**config.mk**
```make
export PLATFORM = sky130hd
export DESIGN_NAME = safety_monitor_nch
export DESIGN_NICKNAME = d
export VERILOG_FILES = /design/src/rtl/safety_monitor_nch.sv
export SDC_FILE = /design/constraint.sdc
export NUM_CORES = 1
export LEC_CHECK = 0
export CORE_UTILIZATION = 50
export DETAILED_ROUTE_END_ITERATION = 10
export PLACE_DENSITY = 0.68
export REMOVE_ABC_BUFFERS = 1
export SKIP_CTS_REPAIR_TIMING = 1
export SYNTH_ARGS = -nofsm -noshare
export SYNTH_HDL_FRONTEND = slang
export SYNTH_SLANG_ARGS = --single-unit
```
**constraint.sdc**
```tcl
create_clock -name clk -period 2.7 [get_ports clk]
set_input_delay 0.54 -clock clk [delete_from_list [all_inputs] [get_ports clk]]
set_output_delay 0.54 -clock clk [all_outputs]
set_load 0.03 [all_outputs]
```
**src/rtl/safety_monitor_nch.sv**
```systemverilog
// Multi-channel laser pulse safety monitor: per-channel width/period limit checks with sticky fail flags.
// Define SAFETY_MON_FIRST_FAIL_EN to build the first-failing-channel capture.
module safety_monitor_nch #(
    parameter int NCH         = 4,
    parameter int CW          = 32,
    parameter int SYNC_STAGES = 2,
    localparam int FW         = (NCH > 1) ? $clog2(NCH) : 1
) (
    input  logic          clk,
    input  logic          rstn,
    input  logic [NCH-1:0] laser_pulse,
    input  logic          laser_ready,
    input  logic          enable_check,
    input  logic          clear_fail,
    input  logic [CW-1:0] pulse_width_lower_limit,
    input  logic [CW-1:0] pulse_width_upper_limit,
    input  logic [CW-1:0] rate_lower_limit,
    output logic [NCH-1:0] pulse_lower_limit_fail,
    output logic [NCH-1:0] pulse_upper_limit_fail,
    output logic [NCH-1:0] rate_lower_limit_fail,
    output logic          any_fail,
    output logic          shutdown,
    output logic          first_fail_valid,
    output logic [FW-1:0] first_fail_ch
);

    localparam logic [CW-1:0] SAT = '1;

    logic [SYNC_STAGES-1:0] sync [NCH];
    logic [CW-1:0]          w    [NCH];
    logic [CW-1:0]          r    [NCH];
    logic [NCH-1:0]         s, p, seen_rise, armed;
    logic [NCH-1:0]         rise, fall;
    logic [NCH-1:0]         set_lo, set_up, set_rt;
    logic [NCH-1:0]         lo_next, up_next, rt_next;
    logic [SYNC_STAGES:0]   fill;
    logic                   active, run, any_next;

    // After reset the synchronisers and p hold stale zeros; edges are ignored until p
    // holds a real sample, so a line already high at release is not seen as a rise.
    assign active = fill[SYNC_STAGES];
    assign run    = laser_ready & active;

    always_comb begin
        s      = '0;
        set_lo = '0;
        set_up = '0;
        set_rt = '0;
        for (int i = 0; i < NCH; i++) begin
            s[i] = sync[i][SYNC_STAGES-1];
        end
        rise = s & ~p;
        fall = ~s & p;
        for (int i = 0; i < NCH; i++) begin
            set_lo[i] = run & fall[i] & seen_rise[i] & (w[i] < pulse_width_lower_limit);
            set_up[i] = run & s[i] & ~rise[i] & (pulse_width_upper_limit != '0)
                        & (w[i] >= pulse_width_upper_limit);
            set_rt[i] = run & rise[i] & armed[i] & (r[i] < rate_lower_limit);
        end
        lo_next  = set_lo | (pulse_lower_limit_fail & ~{NCH{clear_fail}});
        up_next  = set_up | (pulse_upper_limit_fail & ~{NCH{clear_fail}});
        rt_next  = set_rt | (rate_lower_limit_fail  & ~{NCH{clear_fail}});
        any_next = |{lo_next, up_next, rt_next};
    end

    always_ff @(posedge clk or negedge rstn) begin
        if (!rstn) begin
            fill      <= '0;
            p         <= '0;
            seen_rise <= '0;
            armed     <= '0;
            for (int i = 0; i < NCH; i++) begin
                sync[i] <= '0;
                w[i]    <= '0;
                r[i]    <= '0;
            end
        end else begin
            fill <= {fill[SYNC_STAGES-1:0], 1'b1};
            p    <= s;
            for (int i = 0; i < NCH; i++) begin
                sync[i] <= {sync[i][SYNC_STAGES-2:0], laser_pulse[i]};
                if (!run) begin
                    w[i]         <= '0;
                    r[i]         <= '0;
                    seen_rise[i] <= 1'b0;
                    armed[i]     <= 1'b0;
                end else if (rise[i]) begin
                    w[i]         <= {{(CW-1){1'b0}}, 1'b1};
                    r[i]         <= {{(CW-1){1'b0}}, 1'b1};
                    seen_rise[i] <= 1'b1;
                    armed[i]     <= 1'b1;
                end else begin
                    if (s[i] && w[i] != SAT) begin
                        w[i] <= w[i] + 1'b1;
                    end
                    if (r[i] != SAT) begin
                        r[i] <= r[i] + 1'b1;
                    end
                end
            end
        end
    end

    // A new violation in the same cycle as clear_fail keeps its flag set.
    always_ff @(posedge clk or negedge rstn) begin
        if (!rstn) begin
            pulse_lower_limit_fail <= '0;
            pulse_upper_limit_fail <= '0;
            rate_lower_limit_fail  <= '0;
        end else begin
            pulse_lower_limit_fail <= lo_next;
            pulse_upper_limit_fail <= up_next;
            rate_lower_limit_fail  <= rt_next;
        end
    end

    assign any_fail = |{pulse_lower_limit_fail, pulse_upper_limit_fail, rate_lower_limit_fail};
    assign shutdown = any_fail & enable_check;

`ifdef SAFETY_MON_FIRST_FAIL_EN
    logic [NCH-1:0] set_any;
    logic [FW-1:0]  ff_idx;
    logic           ff_trig;

    // Descending scan so the lowest-index offender is the one left in ff_idx.
    always_comb begin
        set_any = set_lo | set_up | set_rt;
        ff_idx  = '0;
        for (int i = NCH - 1; i >= 0; i--) begin
            if (set_any[i]) begin
                ff_idx = FW'(i);
            end
        end
        ff_trig = ~any_fail & any_next;
    end

    always_ff @(posedge clk or negedge rstn) begin
        if (!rstn) begin
            first_fail_valid <= 1'b0;
            first_fail_ch    <= '0;
        end else if (ff_trig) begin
            first_fail_valid <= 1'b1;
            first_fail_ch    <= ff_idx;
        end else if (clear_fail) begin
            first_fail_valid <= 1'b0;
            first_fail_ch    <= '0;
        end
    end
`else
    assign first_fail_valid = 1'b0;
    assign first_fail_ch    = '0;
`endif

endmodule
```
Yosys cells after proc, flatten, opt, wreduce, memory -nomap -nowiden. Cells that the tools add are included.

Input port bits: 105. Register bits after elaboration: 287.

Mux-type cells: 32. Add/sub/neg operators: 8. Order comparisons: 12. Bitwise gates (word level): 57. Reductions and logical operators: 6. Eq/ne operators: 20.

Operators by type and width (count): $mux 32 (24); $add 32x1->32 const B (8); $lt 32x32->1 (8); $ne 32x32->1 const B (8); $ge 32x32->1 (4); $and 1x1->1 (42); $reduce_bool 32->1 (1); $ne 3x2->1 const B (8); $and 4x4->4 (5); $not 4->4 (3); $or 4x4->4 (3); $reduce_or 12->1 (1); $mux 1 (8); $ne 2x2->1 const B (4); $logic_and 1x1->1 (4); $not 1->1 (4).

Longest topological paths before layout. Gate-level depths: netlist of run 1.

Depth after elaboration: 7. Depth in mapped cells: 9. Gate-level depth less buffers: 8.

Least setup slack after synthesis of run 1. No wires, ideal clock.

Kind: register -> register. From: register r[0] (netlist name). To: register r[23] (netlist name). Cell stages (with the launch flop): 10. Data required time: 2580 ps. Path buffers: 2. Period minus slack after synthesis: 2304 ps. Path slack: 396 ps. Setup time: 120 ps. Data arrival time: 2183 ps. Cell sequence: dfrtp_1 -> ha_1 -> and3_1 -> and3_1 -> clkbuf_1 -> and4_1 -> clkbuf_1 -> a211oi_1 -> a31oi_1 -> a41o_1.

Cells in the longest elaborated chain, start to end: 4. Elaborated cells between the ends (all ways): 6.

Ends and longest elaborated chain: start, declared (line 31) `logic [CW-1:0] r [NCH];`; start signal, assigned by index (line 89) `r[i] <= {{(CW-1){1'b0}}, 1'b1};`; start signal, assigned by index (line 97) `r[i] <= r[i] + 1'b1;`; $add 32x1->32 (line 97); $mux 32 (line 96) `if (r[i] != SAT) begin`; $mux 32 (line 87) `end else if (rise[i]) begin`; $mux 32 (line 82) `if (!run) begin`.

Parallel ways exist; a longest one is shown, timed or not. The select of a mux whose other input is x is not followed. A chain may end at the register's enable or synchronous reset.

Worst setup path after layout of run 1.
From: register pulse_lower_limit_fail[1]. To: output shutdown.

Cells in the longest elaborated chain, start to end: 2.

Ends and longest elaborated chain: start, declared (line 18) `output logic [NCH-1:0] pulse_lower_limit_fail,`; start signal, assigned (line 111) `pulse_lower_limit_fail <= lo_next;`; $reduce_or 12->1 (line 117) `assign any_fail = |{pulse_lower_limit_fail, pulse_upper_limit_fail, rate_lower_limit_fail};`; $and 1x1->1 (line 118) `assign shutdown = any_fail & enable_check;`; end, declared (line 22) `output logic shutdown,`.

No other way between the ends.

==> results.cfg, run 1 <==
[floorplanning]
num_rows = 77
start_util_pct = 50.9
ioPinCount = 122
die_h_um = 215
dieWidth_um = 215
fp.dieArea_um2 = 46100
core_region_area_um2 = 44400

[sta]
setup_viol = 0
final.period_utilization_pct = 96.6
slew_headroom_pct = 48.4
hold_violations = 0
worst_pin_slew_ns = 0.773
fin_crit_ns = 2.61
layout_setup_ws_ns = 0.0905
slew_violations = 0
fmax_mhz = 383
rsz0062_at_grt = no
finClkSkew_ns = 0.0251

[drt]
via_per_inst = 6.16
wl_per_cell_um = 21.7
vias = 21200
antenna_left = 0
drc_errors = 0
dr.pass1.iters = 6
drt_iter0_markers = 2000
drt_wl_total_um = 74800

[worst_setup_path]
startpoint_type = flop
path_delay_family = simple AND/OR/NAND/NOR gates
critPathBufInv = 1
r2r_slack_ns = 0.11
slowest_delay_ns = 0.49
cp_max_fo = 3
crit_chain = nor4_1 > nand3_2 > and2_1 > dlymetal6s2s_1
worstSetupPathType = flop to output pin
setup.worst_path.end_class = output pin
cp_slowest_cell = dfrtp_1
crit_start = pulse_lower_limit_fail[1]
critical_path_arrival_ns = 2.07
timing.rr.end = w[55]
r2r-start = w[60]
reg2reg_depth = 7
critPathRequiredTime_ns = 2.16

[placement]
numPortBuffers = 118
dpl_cell_area_um2 = 25700
post-place-ws_ns = -0.436
post-place-cells = 3377
dp_hpwl_um = 59200
place_congestion = 0.979

[finish]
drive_gt1_share_pct = 8.70
fin_cells = 3443
final_cell_mix = ha_1, dfrtp_1, nor2_1
nFillCells = 3882
fin_nets = 3313
area_growth_pct = 19.2
fin_area_um2 = 26900
diodes = 0
final_common_cell = ha_1

[cts]
numCtsBuffers = 36
clock_latency_ns = 0.56
cts_buffer_depth = 3
cts_root_buffer = clkbuf_16
cts_tree = built
htreeDepth = 2
clock-sinks = 287
clk_pin_slew_ns = 0.06

[power_and_ir_drop]
power.switching_mw = 2.66
powerDensity_nw_per_um2 = 394
clkPwrFrac_pct = 49.0
leakagePower_nw = 12.9
power_frac_seq_pct = 41.1
intPower_mw = 7.96
p_sw_share_pct = 25.0
ir_drop_mv = 0.426
share_comb_of_total_power_pct = 9.9

[global_routing]
antenna_found_initial = 1
grt_util_all_layers_pct = 32.4
grt_max_degree = 69
grt_overflow_total = 0
grt_pass1_wl_um = 116000
grt_pass1_vias = 20300

[logic_synthesis]
yosys_most_used_dff = dfrtp_1
synth_cell_types = 71
async_flop_share_pct = 100
syn_area_per_cell_um2 = 8.86
synth_area_um2 = 22600
synth_seq_cells = 287
synth-seq-area-share_pct = 31.8
yosysWarnings = 0
synth_edf_count = 0
synthCells = 2553

[hold_path]
whs_path_depth = 0
worstHoldStart = fill[0]
min_to = fill[1]
hold_class = flop to flop

[run_status]
run_status = finished clean

[job]
cap_violations = 0
how the worst max path moves through the flow:
| stage | to | slack (ns) | depth (start not counted) |
|---|---|---|---|
| finish | shutdown | 0.09 | 4 |
| global route | pulse_upper_limit_fail[0] | 0.03 | 7 |
| CTS | shutdown | -0.31 | 5 |
| detailed placement | pulse_upper_limit_fail[0] | -0.44 | 7 |
| global placement | pulse_upper_limit_fail[0] | -0.46 | 7 |
| floorplan | r[87] | 0.24 | 4 |
power groups by stage:
stage / Combinational, mW / Clock, mW / Sequential [mW]
3_5_place_dp: 1.04 / 0 / 4.44
3_3_place_gp: 1.01 / 0 / 4.44
5_1_grt: 1.16 / 5.43 / 4.36
4_1_cts: 1.05 / 5.28 / 4.36
2_1_floorplan: 0.425 / 0 / 4.43
6_report: 1.05 / 5.20 / 4.36
synth_stat cells (all sizes together), types with 11 or more instances:
master / number / area [um2]
ha: 384 / 4800
dfrtp: 287 / 7180
nor2: 281 / 1050
a21oi: 168 / 841
nand2: 165 / 619
nand3: 148 / 741
inv: 131 / 492
nand4: 131 / 832
xor2: 112 / 981
o21ai: 95 / 475
nor3: 71 / 355
xnor2: 71 / 622
and3: 62 / 388
a21o: 55 / 413
or3: 51 / 319
clkbuf: 48 / 180
and4: 36 / 315
a211oi: 34 / 255
nor4: 25 / 175
a31oi: 16 / 100
nand2b: 16 / 100
o21a: 15 / 113
a2111oi: 13 / 114
nor2b: 12 / 75.1
o211ai: 12 / 90.1
o2111ai: 11 / 96.3
kinds of logic (layout without fill, tap and decap cells):
family,after synthesis,after routing,synth area share (%)
multiplexers,7,7,0.315
XOR/XNOR,183,183,7.09
AND/OR/NAND/NOR,1028,1028,23.0
flip-flops,287,287,31.8
buffers and inverters,189,485,3.23
adder cells (fa/ha/maj),384,384,21.2
AO/OA/AOI/OAI,473,473,13.3
other,2,4,0.0332
registers in the layout (all words and copies together), names as in the netlist:
signal / count
r: 128
w: 128
p: 4
pulse_lower_limit_fail: 4
pulse_upper_limit_fail: 4
rate_lower_limit_fail: 4
s: 4
sync: 4
fill: 3
armed: 2
seen_rise: 2
area by class of cell:
type                    count  area, um2  share of cell area [%]
clock buffers              52       1060                    3.94
clock inverters            13        204                   0.757
inverters                 131        492                    1.82
multi-input cells        2079      14700                    54.6
flip-flops and latches    287       7180                    26.7
well taps                 592        741                    2.75
repair buffers            289       2540                    9.42
routing by layer:
metal | share of wire [%] | track usage [%] | up-vias | routed length (um)
met5 | 0 | 0 | - | 0
li1 | - | - | 9946 | -
met2 | 45 | 50.7 | 791 | 33300
met3 | 7.1 | 5.94 | 169 | 5290
met4 | 4.5 | 13.7 | 0 | 3340
met1 | 44 | 44.0 | 10300 | 32900
stage by stage:
step                utilization, %  setup TNS [ns]  hold slack, ns  power (mW)
floorplan                        -               0           0.244        4.85
global placement              57.8           -1.34           0.332        5.45
detailed placement            57.8           -1.88           0.340        5.48
CTS                           60.6          -0.599          -0.137        10.7
global route                  60.7               0           0.360        11.0
finish                        60.7               0           0.352        10.6
Power figures use the tool's default switching activity.
==> run 2, diff against run 1 <==
--- a/config.mk
+++ b/config.mk
@@ -5,9 +5,9 @@
 export SDC_FILE = /design/constraint.sdc
 export NUM_CORES = 1
 export LEC_CHECK = 0
-export CORE_UTILIZATION = 50
+export CORE_UTILIZATION = 38
 export DETAILED_ROUTE_END_ITERATION = 10
-export PLACE_DENSITY = 0.68
+export PLACE_DENSITY = 0.54
 export REMOVE_ABC_BUFFERS = 1
 export SKIP_CTS_REPAIR_TIMING = 1
 export SYNTH_ARGS = -nofsm -noshare
==> run 2 against run 1 <==
Against the previous run: combinational power barely moved; largest cell class unchanged; global-route usage fell by 6.6 points; critical endpoint unchanged; maximum frequency fell by 0.50%; register-to-register slack barely moved; final cell count rose by 5.4%; first-iteration DRC count fell by 43%; critical path depth rose by 1; largest power group unchanged; clock-buffer cell count fell by 1; via count fell by 2.0%; flip-flop and latch count did not move.
==> results.cfg, run 2 (synthesized netlist as in run 1, its figures left out) <==
[power_and_ir_drop]
leakagePower_nw = 12.9
ir_drop_mv = 0.380
powerDensity_nw_per_um2 = 391

[global_routing]
grt_pass1_vias = 20700
grt_util_met3_pct = 2.89
grt_overflow_total = 0
gr-usage-met1_pct = 33.1
grt_util_all_layers_pct = 25.8
top_usage_layer = met2
use_met2_pct = 43.6
grt_pass1_wl_um = 120000
antenna_found_initial = 2
grt_max_degree = 62

[drt]
dr.pass1.iters = 5
drt_wl_total_um = 77000
wl_per_cell_um = 21.2
antenna_left = 0
via_per_inst = 5.73
vias = 20800
drc_errors = 0
drt_iter0_markers = 1146

[worst_setup_path]
critical_path_arrival_ns = 2.08
cp_max_fo = 3
r2r_slack_ns = 0.12
cp_slowest_cell = dfrtp_2
startpoint_type = flop
crit_start = rate_lower_limit_fail[2]
critPathRequiredTime_ns = 2.16
setup.worst_path.end_class = output pin
slowest_delay_ns = 0.45
worstSetupPathType = flop to output pin
crit_chain = nor4_4 > buf_4 > nand3_2 > and2_1 > dlymetal6s2s_1
r2r-start = w[111]

[sta]
fmax_mhz = 381
slew_headroom_pct = 52.3
hold_violations = 0
setup_viol = 0
worst_pin_slew_ns = 0.712
hold_ws_ns = 0.333
layout_setup_ws_ns = 0.0773
rsz0062_at_grt = no
slew_violations = 0
final.period_utilization_pct = 97.1
fin_crit_ns = 2.62
finClkSkew_ns = 0.0191

[hold_path]
worstHoldStart = fill[1]
hold_class = flop to flop

[cts]
cts_root_buffer = clkbuf_16
numCtsBuffers = 37
clock_latency_ns = 0.57
cts_tree = built
cts_buffer_depth = 3
htreeDepth = 2
clk_pin_slew_ns = 0.06
clock-sinks = 287

[finish]
regArea_um2 = 7180
final_cell_mix = ha_1, dfrtp_1, nor2_1
fin_nets = 3318
final_util_pct = 46.3
nFillCells = 5669
final_common_cell = ha_1
reg_top3 = r: 128 flops, w: 128 flops
area_growth_pct = 20.6
diodes = 0
fin_cells = 3630
drive_gt1_share_pct = 8.89
multiInputGateArea_um2 = 14700

[floorplanning]
fp.dieArea_um2 = 60500
start_util_pct = 38.4
die_h_um = 246
ioPinCount = 122
core_region_area_um2 = 58900
dieWidth_um = 246
num_rows = 89

[placement]
post-place-ws_ns = -0.260
numPortBuffers = 118
dp_hpwl_um = 61700
post-place-cells = 3562
place_congestion = 0.930

[run_status]
run_status = finished clean

[job]
cap_violations = 0
[run 2: worst max-delay path, delay by kind of cell, from the launching register on]
family                 cells  cell delay, ns
DFF                        1            0.45
buffers and inverters      2            0.41
and+or+nand+nor            3            0.64
[run 2: through the flow]
step                cell area, um2  TNS, ns  total power [mW]
detailed placement           26000    -1.10              5.49
finish                       27300        0              10.7
global route                 27300        0              11.1
global placement             26000   -0.593              5.46
CTS                          27200    -1.07              10.8
floorplan                    22400        0              4.85
[run 2: area by class of cell]
class	count	area share [%]
Sequential cell	287	26.3
Timing Repair Buffer	293	9.61
Tap cell	773	3.55
Multi-Input combinational cell	2079	54.0
Clock buffer	51	3.81
Inverter	131	1.80
Clock inverter	16	0.858
[run 2: metal layers]
layer	vias to the layer above	wire, um	share of wire, %
li1	9966	-	-
met1	10100	33600	44
met2	552	36600	48
met3	157	3540	4.6
met4	2	3200	4.2
met5	-	10	0.013
[run 2: final timing paths]
kind	to	depth (start not counted)
setup / recovery	shutdown	5
min in group asynchronous	r[49]	2
setup reg to reg	w[117]	6
max in group asynchronous	w[21]	3
hold reg to reg	fill[2]	0
hold / removal	fill[2]	0
[run 2: power by group]
part	switching [mW]	internal, mW	total, mW	leakage, nW
logic	0.640	0.414	1.05	8.32
registers	0.0309	4.33	4.36	3.97
clock network	2.08	3.18	5.26	0.625
